**src/rtl/aes_gcm_ghash_stage.sv**
```systemverilog
// aes_gcm_ghash_stage: last stage of the AES-GCM pipeline.
// Takes the encrypted H, E(J0) and E(CB) from the final AES round together
// with the carried-forward plaintext, AAD and message size. It produces the
// ciphertext (PT ^ E(CB)), folds AAD, ciphertext and length blocks into GHASH
// with an iterative GF(2^128) multiplier, and emits tag = GHASH ^ E(J0).
//
// Ports:
//   clk, rst               clock, asynchronous active-high reset
//   i_valid / o_ready      beat handshake (o_ready only while idle)
//   i_new_instance         first beat of a message (restarts GHASH)
//   i_last                 final beat of a message (length block + tag)
//   i_aad_valid, i_aad     optional AAD block
//   i_pt_valid, i_plain_text optional plaintext block
//   i_h, i_encrypted_j0, i_instance_size  latched on i_new_instance beats
//   i_encrypted_cb         keystream block for this beat
//   o_cipher_valid/_text   one-cycle ciphertext pulse
//   o_tag_valid/o_tag      one-cycle tag pulse, o_tag holds afterwards
module aes_gcm_ghash_stage #(
  parameter int unsigned BITS_PER_CYCLE = 1
) (
  input  logic         clk,
  input  logic         rst,
  input  logic         i_valid,
  output logic         o_ready,
  input  logic         i_new_instance,
  input  logic         i_last,
  input  logic         i_aad_valid,
  input  logic         i_pt_valid,
  input  logic [0:127] i_aad,
  input  logic [0:127] i_plain_text,
  input  logic [0:127] i_h,
  input  logic [0:127] i_encrypted_j0,
  input  logic [0:127] i_encrypted_cb,
  input  logic [0:127] i_instance_size,
  output logic         o_cipher_valid,
  output logic [0:127] o_cipher_text,
  output logic         o_tag_valid,
  output logic [0:127] o_tag
);

  localparam int unsigned MUL_CYCLES = 128 / BITS_PER_CYCLE;
  localparam logic [6:0]  CNT_LOAD   = 7'(MUL_CYCLES - 1);
  // Reduction constant: 0xE1 in the first byte, zeros elsewhere.
  localparam logic [0:127] R_POLY    = {8'he1, 120'h0};

  typedef enum logic [2:0] {
    S_IDLE,
    S_MUL_AAD,
    S_MUL_CT,
    S_LEN,
    S_TAG
  } state_e;

  state_e       state_q;
  logic         ready_q;
  logic [0:127] x_q;
  logic [0:127] h_q;
  logic [0:127] j0_q;
  logic [0:127] size_q;
  logic [0:127] ct_q;
  logic         pt_valid_q;
  logic         last_q;
  logic [0:127] z_q;
  logic [0:127] v_q;
  logic [0:127] y_q;
  logic [6:0]   cnt_q;
  logic         cipher_valid_q;
  logic [0:127] cipher_text_q;
  logic         tag_valid_q;
  logic [0:127] tag_q;

  logic         accept;
  logic         mul_done;
  logic [0:127] acc_x;
  logic [0:127] acc_h;
  logic [0:127] acc_size;
  logic [0:127] acc_ct;
  logic [0:127] acc_operand;
  logic [0:127] z_d;
  logic [0:127] v_d;
  logic [0:127] y_d;

  // ready_q is only ever set while idle, so it doubles as the idle qualifier.
  assign accept   = i_valid & ready_q;
  assign mul_done = (cnt_q == 7'd0);

  // Values seen by an accepted beat: a new instance starts from a cleared
  // hash and its own H/size; continuation beats use the latched copies.
  always_comb begin
    acc_x    = i_new_instance ? '0 : x_q;
    acc_h    = i_new_instance ? i_h : h_q;
    acc_size = i_new_instance ? i_instance_size : size_q;
    acc_ct   = i_plain_text ^ i_encrypted_cb;
    if (i_aad_valid) begin
      acc_operand = acc_x ^ i_aad;
    end else if (i_pt_valid) begin
      acc_operand = acc_x ^ acc_ct;
    end else begin
      acc_operand = acc_x ^ acc_size;
    end
  end

  // BITS_PER_CYCLE unrolled steps of the shift-and-add GF(2^128) multiply.
  // Y is shifted toward index 0 so the next operand bits are always at [0+].
  always_comb begin
    z_d = z_q;
    v_d = v_q;
    for (int b = 0; b < BITS_PER_CYCLE; b++) begin
      if (y_q[7'(b)]) begin
        z_d = z_d ^ v_d;
      end
      if (v_d[127]) begin
        v_d = (v_d >> 1) ^ R_POLY;
      end else begin
        v_d = v_d >> 1;
      end
    end
    y_d = y_q << BITS_PER_CYCLE;
  end

  // Control FSM and datapath registers.
  always_ff @(posedge clk or posedge rst) begin
    if (rst) begin
      state_q        <= S_IDLE;
      ready_q        <= 1'b0;
      x_q            <= '0;
      h_q            <= '0;
      j0_q           <= '0;
      size_q         <= '0;
      ct_q           <= '0;
      pt_valid_q     <= 1'b0;
      last_q         <= 1'b0;
      z_q            <= '0;
      v_q            <= '0;
      y_q            <= '0;
      cnt_q          <= 7'd0;
      cipher_valid_q <= 1'b0;
      cipher_text_q  <= '0;
      tag_valid_q    <= 1'b0;
      tag_q          <= '0;
    end else begin
      cipher_valid_q <= 1'b0;
      tag_valid_q    <= 1'b0;
      case (state_q)
        S_IDLE: begin
          ready_q <= 1'b1;
          if (accept) begin
            if (i_new_instance) begin
              h_q    <= i_h;
              j0_q   <= i_encrypted_j0;
              size_q <= i_instance_size;
            end
            x_q        <= acc_x;
            ct_q       <= acc_ct;
            pt_valid_q <= i_pt_valid;
            last_q     <= i_last;
            if (i_pt_valid) begin
              cipher_valid_q <= 1'b1;
              cipher_text_q  <= acc_ct;
            end
            z_q   <= '0;
            v_q   <= acc_h;
            y_q   <= acc_operand;
            cnt_q <= CNT_LOAD;
            if (i_aad_valid) begin
              state_q <= S_MUL_AAD;
              ready_q <= 1'b0;
            end else if (i_pt_valid) begin
              state_q <= S_MUL_CT;
              ready_q <= 1'b0;
            end else if (i_last) begin
              state_q <= S_LEN;
              ready_q <= 1'b0;
            end
          end
        end

        S_MUL_AAD: begin
          z_q   <= z_d;
          v_q   <= v_d;
          y_q   <= y_d;
          cnt_q <= cnt_q - 7'd1;
          if (mul_done) begin
            // Chain straight into the next multiply without an idle cycle.
            x_q   <= z_d;
            z_q   <= '0;
            v_q   <= h_q;
            cnt_q <= CNT_LOAD;
            if (pt_valid_q) begin
              y_q     <= z_d ^ ct_q;
              state_q <= S_MUL_CT;
            end else if (last_q) begin
              y_q     <= z_d ^ size_q;
              state_q <= S_LEN;
            end else begin
              state_q <= S_IDLE;
              ready_q <= 1'b1;
            end
          end
        end

        S_MUL_CT: begin
          z_q   <= z_d;
          v_q   <= v_d;
          y_q   <= y_d;
          cnt_q <= cnt_q - 7'd1;
          if (mul_done) begin
            x_q   <= z_d;
            z_q   <= '0;
            v_q   <= h_q;
            cnt_q <= CNT_LOAD;
            if (last_q) begin
              y_q     <= z_d ^ size_q;
              state_q <= S_LEN;
            end else begin
              state_q <= S_IDLE;
              ready_q <= 1'b1;
            end
          end
        end

        S_LEN: begin
          z_q   <= z_d;
          v_q   <= v_d;
          y_q   <= y_d;
          cnt_q <= cnt_q - 7'd1;
          if (mul_done) begin
            // Tag is registered here so it is visible during S_TAG.
            x_q         <= z_d;
            tag_q       <= z_d ^ j0_q;
            tag_valid_q <= 1'b1;
            state_q     <= S_TAG;
          end
        end

        S_TAG: begin
          state_q <= S_IDLE;
          ready_q <= 1'b1;
        end

        default: begin
          state_q <= S_IDLE;
          ready_q <= 1'b0;
        end
      endcase
    end
  end

  assign o_ready        = ready_q;
  assign o_cipher_valid = cipher_valid_q;
  assign o_cipher_text  = cipher_text_q;
  assign o_tag_valid    = tag_valid_q;
  assign o_tag          = tag_q;

endmodule

```
**config.mk**
```make
export PLATFORM = sky130hd
export DESIGN_NAME = aes_gcm_ghash_stage
export DESIGN_NICKNAME = d
export VERILOG_FILES = /design/src/rtl/aes_gcm_ghash_stage.sv
export SDC_FILE = /design/constraint.sdc
export NUM_CORES = 2
export LEC_CHECK = 0
export BUFFER_PORTS_ARGS = -buffer_cell sky130_fd_sc_hd__buf_4
export CAP_MARGIN = 20
export CELL_PAD_IN_SITES_DETAIL_PLACEMENT = 0
export CELL_PAD_IN_SITES_GLOBAL_PLACEMENT = 1
export CORE_AREA = 2 2 407 409
export CTS_CLUSTER_DIAMETER = 150
export DETAILED_ROUTE_END_ITERATION = 8
export DIE_AREA = 0 0 409 411
export GPL_TIMING_DRIVEN = 0
export PLACE_DENSITY_LB_ADDON = 0.1
export SYNTH_ARGS = -nofsm -noshare
export SYNTH_HDL_FRONTEND = slang
export SYNTH_SLANG_ARGS = --single-unit
```
**constraint.sdc**
```tcl
create_clock -name clk -period 59.3 [get_ports clk]
set_input_delay 0 -clock clk [delete_from_list [all_inputs] [get_ports clk]]
set_output_delay 0 -clock clk [all_outputs]
set_load 0.02 [all_outputs]
```
### Yosys cells after proc, flatten, opt, wreduce, memory -nomap -nowiden

Cells that the tools add are included.

| word-level totals | value |
|---|---|
| register bits | 1,295 |
| bits in latches | 0 |
| RAM bits | 0 |
| ROM bits | 0 |
| bits of input ports | 775 |
| output and inout bits | 259 |
| word-level logic and storage cells | 105 |
| memories | 0 |

| operators by class | value |
|---|---|
| add/subtract/negate cells | 1 |
| multiply operators | 0 |
| divide/modulo/power cells | 0 |
| order comparisons | 0 |
| equal/unequal tests | 11 |
| shifts and indexed selects | 0 |
| mux-type cells | 49 |
| bitwise operators | 11 |
| reduce and logical (&&, ||, !) cells | 16 |

Operators by type and width:

| kind | number |
|---|---|
| $mux W128 | 18 |
| $xor A128 B128 Y128 | 8 |
| $pmux W128 S3 | 2 |
| $pmux W128 S4 | 1 |
| $pmux W128 S2 | 1 |
| $mux W3 | 7 |
| $pmux W7 S3 | 1 |
| $mux W7 | 2 |
| $mux W1 | 13 |
| $pmux W3 S4 | 1 |
| $ne A2 B2 Y1 const B | 5 |
| $reduce_and A3 Y1 | 3 |
| $reduce_and A2 Y1 | 4 |
| $logic_not A7 Y1 | 1 |
| $sub A7 B1 Y7 const B | 1 |
| $eq A3 B2 Y1 const B | 2 |
| $pmux W1 S5 | 1 |
| $reduce_and A5 Y1 | 1 |
| $mux W2 | 2 |
| $ne A4 B4 Y1 const B | 1 |
| $not A3 Y4 | 1 |
| $reduce_and A4 Y1 | 1 |
| $reduce_bool A4 Y1 | 1 |
| $eq A3 B1 Y1 const B | 1 |
| other kinds (9) | 9 |

### Longest topological paths before layout

| depth | value |
|---|---|
| depth in word-level cells | 7 |
| mapped depth | 11 |
| depth with buffers taken out | 7 |

### Worst setup path before layout

Ideal clock, no wire load.

| path | value |
|---|---|
| path kind | flip-flop to flip-flop |
| from | register cnt_q[0] |
| to | register z_q[126] (netlist name) |
| library setup time | 0.118 ns |
| data arrival time | 2.005 ns |
| data required time | 59.182 ns |
| setup slack | 57.177 ns |
| cell stages (with the launch flop) | 10 |
| buffers on the path | 2 |
| clock period less this slack | 2.123 ns |
| cell sequence | dfrtp_1 -> inv_1 -> ha_1 -> or4b_4 -> o21ai_2 -> a21o_2 -> buf_4 -> buf_4 -> o21ai_0 -> a21o_1 |

| on the way | value |
|---|---|
| cells in the longest elaborated chain, start to end | 3 |

Ends and longest elaborated chain:

| what | line | source |
|---|---|---|
| from (decl) | 66 | `logic [6:0] cnt_q;` |
| from (signal assigned) | 182 | `cnt_q <= cnt_q - 7'd1;` |
| from (signal assigned) | 206 | `cnt_q <= cnt_q - 7'd1;` |
| from (signal assigned) | 226 | `cnt_q <= cnt_q - 7'd1;` |
| $logic_not A7 Y1 | 85 | `assign mul_done = (cnt_q == 7'd0);` |
| $mux W128 | 183, 207 |  |
| $pmux W128 S3 | 144 | `case (state_q)` |
| to (signal assigned) | 179 | `z_q <= z_d;` |
| to (signal assigned) | 203 | `z_q <= z_d;` |
| to (signal assigned) | 223 | `z_q <= z_d;` |
| to (decl) | 63 | `logic [0:127] z_q;` |

Every way passes these cells.
A chain may end at the register's enable or synchronous reset.

### Final worst setup path

| path | value |
|---|---|
| from | register state_q[2] |
| to | register j0_q[88] (netlist name) |

| on the way | value |
|---|---|
| cells in the longest elaborated chain, start to end | 2 |

Ends and longest elaborated chain:

| what | line | source |
|---|---|---|
| from (decl) | 54 | `state_e state_q;` |
| from (signal assigned) | 124 | `state_q <= S_IDLE;` |
| from (signal assigned) | 166 | `state_q <= S_MUL_AAD;` |
| from (signal assigned) | 169 | `state_q <= S_MUL_CT;` |
| $logic_not A3 Y1 | 144 |  |
| $reduce_and A3 Y1 (no line) | n/a |  |
| to (signal assigned) | 150 | `j0_q <= i_encrypted_j0;` |
| to (decl) | 58 | `logic [0:127] j0_q;` |

Every way passes these cells.

==> metrics.cfg <==
[yosys]
synth_cells=7039
synth_fa_ha_area_frac=0.0003530
synth-async-reset-ratio=1.000
muxShareOfSynthArea=0.07665
synth-edff-count=0
postSynthNetCount=7816
synth_xor_xnor_area_share=0.1350
yosysUniqueCellTypes=61
synth-simple-area-share=0.1342
synth_top_family_by_area=compound AO/OA/AOI/OAI gates
synth_ff_type=dfrtp_1
yosysWarnings=0
syn_area_per_cell_um2=10.07
ys_seq_elements=1295
ys_seq_area_frac=0.4571
netlist_area_mm2=0.07090
synth_compound_area_frac=0.1629

[global_route]
grt_use_met2=0.5618
first_global_vias=66511
grt_usage=0.3466
grt_pass1_wl_um=436400
grt_overflow=0
busiest_layer=met2
antenna_found_initial=86
use_met3=0.06541
grtUsageMet1=0.4520
grt_max_degree=125

[die]
std_cell_rows=149
die-area_mm2=0.1681
core_mm2=0.1639
die_h_um=411
die_w_um=409
ios=1034
start_util=0.4326

[critical_path]
cp.required_ns=59.99
r2r_start=state_q[2]$_DFFE_PP0P_
crit_type=reg -> reg
setup.worst_path.start=state_q[2]$_DFFE_PP0P_
path_max_fanout=12
end_kind=flip-flop
startpoint_type=flip-flop
worstPathArrival_ns=4.30

[run_status]
status=finished with violations
violations=design-rule violations

[clock_tree]
cts_resized=0
clk_latency_ns=0.82
cts_max_level=4
cts_root_buf=clkbuf_16
cts_tree=done
numCtsBuffers=155
clk_pin_slew_worst_paths_ns=0.06
cts_sinks=1295
cts_max_path_buffers=3

[timing]
whs_ns=0.03045
max_freq_mhz=277.0
min_period_ns=3.610
setup_viol=0
finClkSkew_ns=0.02928
tns_ns=0
hold_viol_final=0
grt_setup_unrepaired=false
relSlewSlack=0.2377
final_max_slew_viol_count=0
fin_crit_sh=0.06088
tightest_slew_ns=1.144

[routing]
antenna_left=0
drc=6
drt_wl_total_um=299500
wire_per_inst_um=25.79
drtPass1Iterations=9
route.vias.total=66253
viasPerCell=5.704
drt_iter0_markers=6653

[min_path]
worstHoldPathType=in -> reg
min-delay-start=i_instance_size[57]

[power]
p_leak_nw=43.09
power.density_mw_per_mm2=49.55
vdd_drop_max_mv=0.03051

[finish]
area_delta_synth_final_pct=37.51
final_layout_size_suffix_gt1_frac=0.1897
nNetsFinal=10036

[placement]
gp_congestion=0.8986
place_hpwl_um=214800
port_buffers=1032

[job]
maxCapViolations=0

==> through the flow <==
stage	utilization	total power (W)	cell area, um^2	std cells	setup slack (ns)
finish	0.5949	0.004831	97490	11616	55.69
global route	0.5946	0.005101	97430	11593	55.61
CTS	0.5940	0.004816	97340	11566	55.66
global placement	0.4966	0.003679	81380	10260	5.089
floorplan	-	0.003060	70900	7039	22.80
detailed placement	0.5009	0.003726	82090	10290	55.65
==> power breakdown <==
group / switching, W / internal, W
clock: 0.000417 / 0.000589
sequential: 0.000380 / 0.00127
combinational: 0.00110 / 0.00107
total: 0.00190 / 0.00293
==> routing by layer <==
metal	vias to the layer above	part of all wire
met5	-	0.00084
met4	42	0.047
met3	628	0.075
met2	2800	0.47
met1	33171	0.41
li1	29612	-
==> Yosys cell counts (2+ instances only) <==
cell type / instances / area (um^2)
dfrtp_1: 1295 / 32410
nand2_1: 778 / 2920
nor2_1: 644 / 2417
xnor2_1: 511 / 4476
o21ai_0: 413 / 2067
clkbuf_1: 319 / 1197
a21oi_1: 261 / 1306
xor2_1: 258 / 2260
mux2i_1: 256 / 2562
mux2_2: 255 / 2872
buf_2: 145 / 725.7
nor2b_1: 131 / 819.5
and2_1: 129 / 807.0
a222oi_1: 128 / 1281
a32oi_1: 127 / 1112
o211ai_1: 127 / 953.4
o21a_1: 127 / 953.4
o22ai_1: 127 / 794.5
a21o_1: 126 / 945.9
nor3_1: 126 / 630.6
nor3b_1: 126 / 945.9
nor4_1: 126 / 788.3
o32a_1: 126 / 1261
xnor3_1: 126 / 2838
o21ai_1: 115 / 575.6
buf_1: 29 / 108.9
buf_6: 17 / 191.4
buf_4: 16 / 120.1
inv_1: 15 / 56.30
a311oi_1: 5 / 43.79
a211oi_1: 4 / 30.03
nand2b_1: 4 / 25.02
a211o_1: 3 / 26.28
a22o_1: 3 / 26.28
o221ai_1: 3 / 26.28
o31ai_1: 3 / 22.52
or2_2: 3 / 18.77
or3_1: 3 / 18.77
a21oi_2: 2 / 17.52
a22oi_1: 2 / 15.01
ha_1: 2 / 25.02
nand2_2: 2 / 12.51
nor2_2: 2 / 12.51
nor4bb_1: 2 / 20.02
==> flip-flops by register name, indices dropped and copies added, names as in the netlist <==
name	cells
v_q	128
last_q	1
o_cipher_text	128
state_q	3
o_tag	128
pt_valid_q	1
o_ready	1
z_q	128
x_q	128
o_cipher_valid	1
h_q	128
ct_q	128
size_q	128
o_tag_valid	1
cnt_q	7
j0_q	128
y_q	128
==> cells by family (layout without fill, tap and decap cells) <==
family | after synthesis | after routing
buffers and inverters | 541 | 2881
XOR/XNOR | 895 | 895
multiplexers | 511 | 511
other | 0 | 48
adder cells (fa/ha/maj) | 2 | 2
AND/OR/NAND/NOR | 2083 | 2083
AO/OA/AOI/OAI | 1712 | 1712
flip-flops | 1295 | 1295
==> worst max-delay path, stage by stage (launching register included) <==
cell     delay [ns]
dfrtp_1        0.38
buf_2          0.18
nor4_2         0.75
and2_1         0.22
buf_2          0.31
buf_2          0.47
buf_12         0.26
buf_2          0.46
mux2_2         0.39
==> final cells by class <==
| type | instances | area (um^2) |
|---|---|---|
| multi-input cells | 5203 | 36090 |
| diodes | 48 | 120.1 |
| well taps | 2189 | 2739 |
| fillers | 14119 | 66380 |
| clock inverters | 63 | 792.0 |
| plain buffers | 526 | 2359 |
| repair buffers | 2063 | 18450 |
| flip-flops and latches | 1295 | 32410 |
| clock buffers | 214 | 4463 |
| inverters | 15 | 63.81 |
==> final timing paths <==
path	to	cells after the start	slack [ns]
worst max-delay path	j0_q[88]$_DFFE_PP0P_	8	55.69
worst min register to register	x_q[97]$_DFFE_PP0P_	2	0.48
max in group asynchronous	o_cipher_text[73]$_DFFE_PP0P_	8	56.27
worst max register to register	j0_q[88]$_DFFE_PP0P_	8	55.69
min in group asynchronous	o_cipher_text[20]$_DFFE_PP0P_	4	0.48
worst min-delay path	size_q[57]$_DFFE_PP0P_	3	0.03
==> cell usage in the layout (no fill, tap or decap), types with 126 or more instances in the layout <==
| cell type | n |
|---|---|
| xor2_1 | 258 |
| nor3b_1 | 126 |
| nor4_1 | 126 |
| o32a_1 | 126 |
| dlygate4sd3_1 | 999 |
| a21o_1 | 126 |
| nor3_1 | 126 |
| clkbuf_16 | 157 |
| and2_1 | 129 |
| a21oi_1 | 261 |
| xnor3_1 | 126 |
| o21a_1 | 127 |
| mux2_2 | 255 |
| nand2_1 | 778 |
| a32oi_1 | 127 |
| dfrtp_1 | 1295 |
| mux2i_1 | 256 |
| nor2b_1 | 131 |
| o21ai_0 | 413 |
| o211ai_1 | 127 |
| o22ai_1 | 127 |
| clkbuf_1 | 332 |
| xnor2_1 | 511 |
| buf_2 | 145 |
| nor2_1 | 643 |
| a222oi_1 | 128 |
| buf_4 | 1048 |
==> repair_timing <==
action,in CTS,in global routing
hold buffers,999,0
setup buffers,0,0
endpoints found under the hold margin,1460,0
Note: power is estimated with default switching activity, not from simulation.
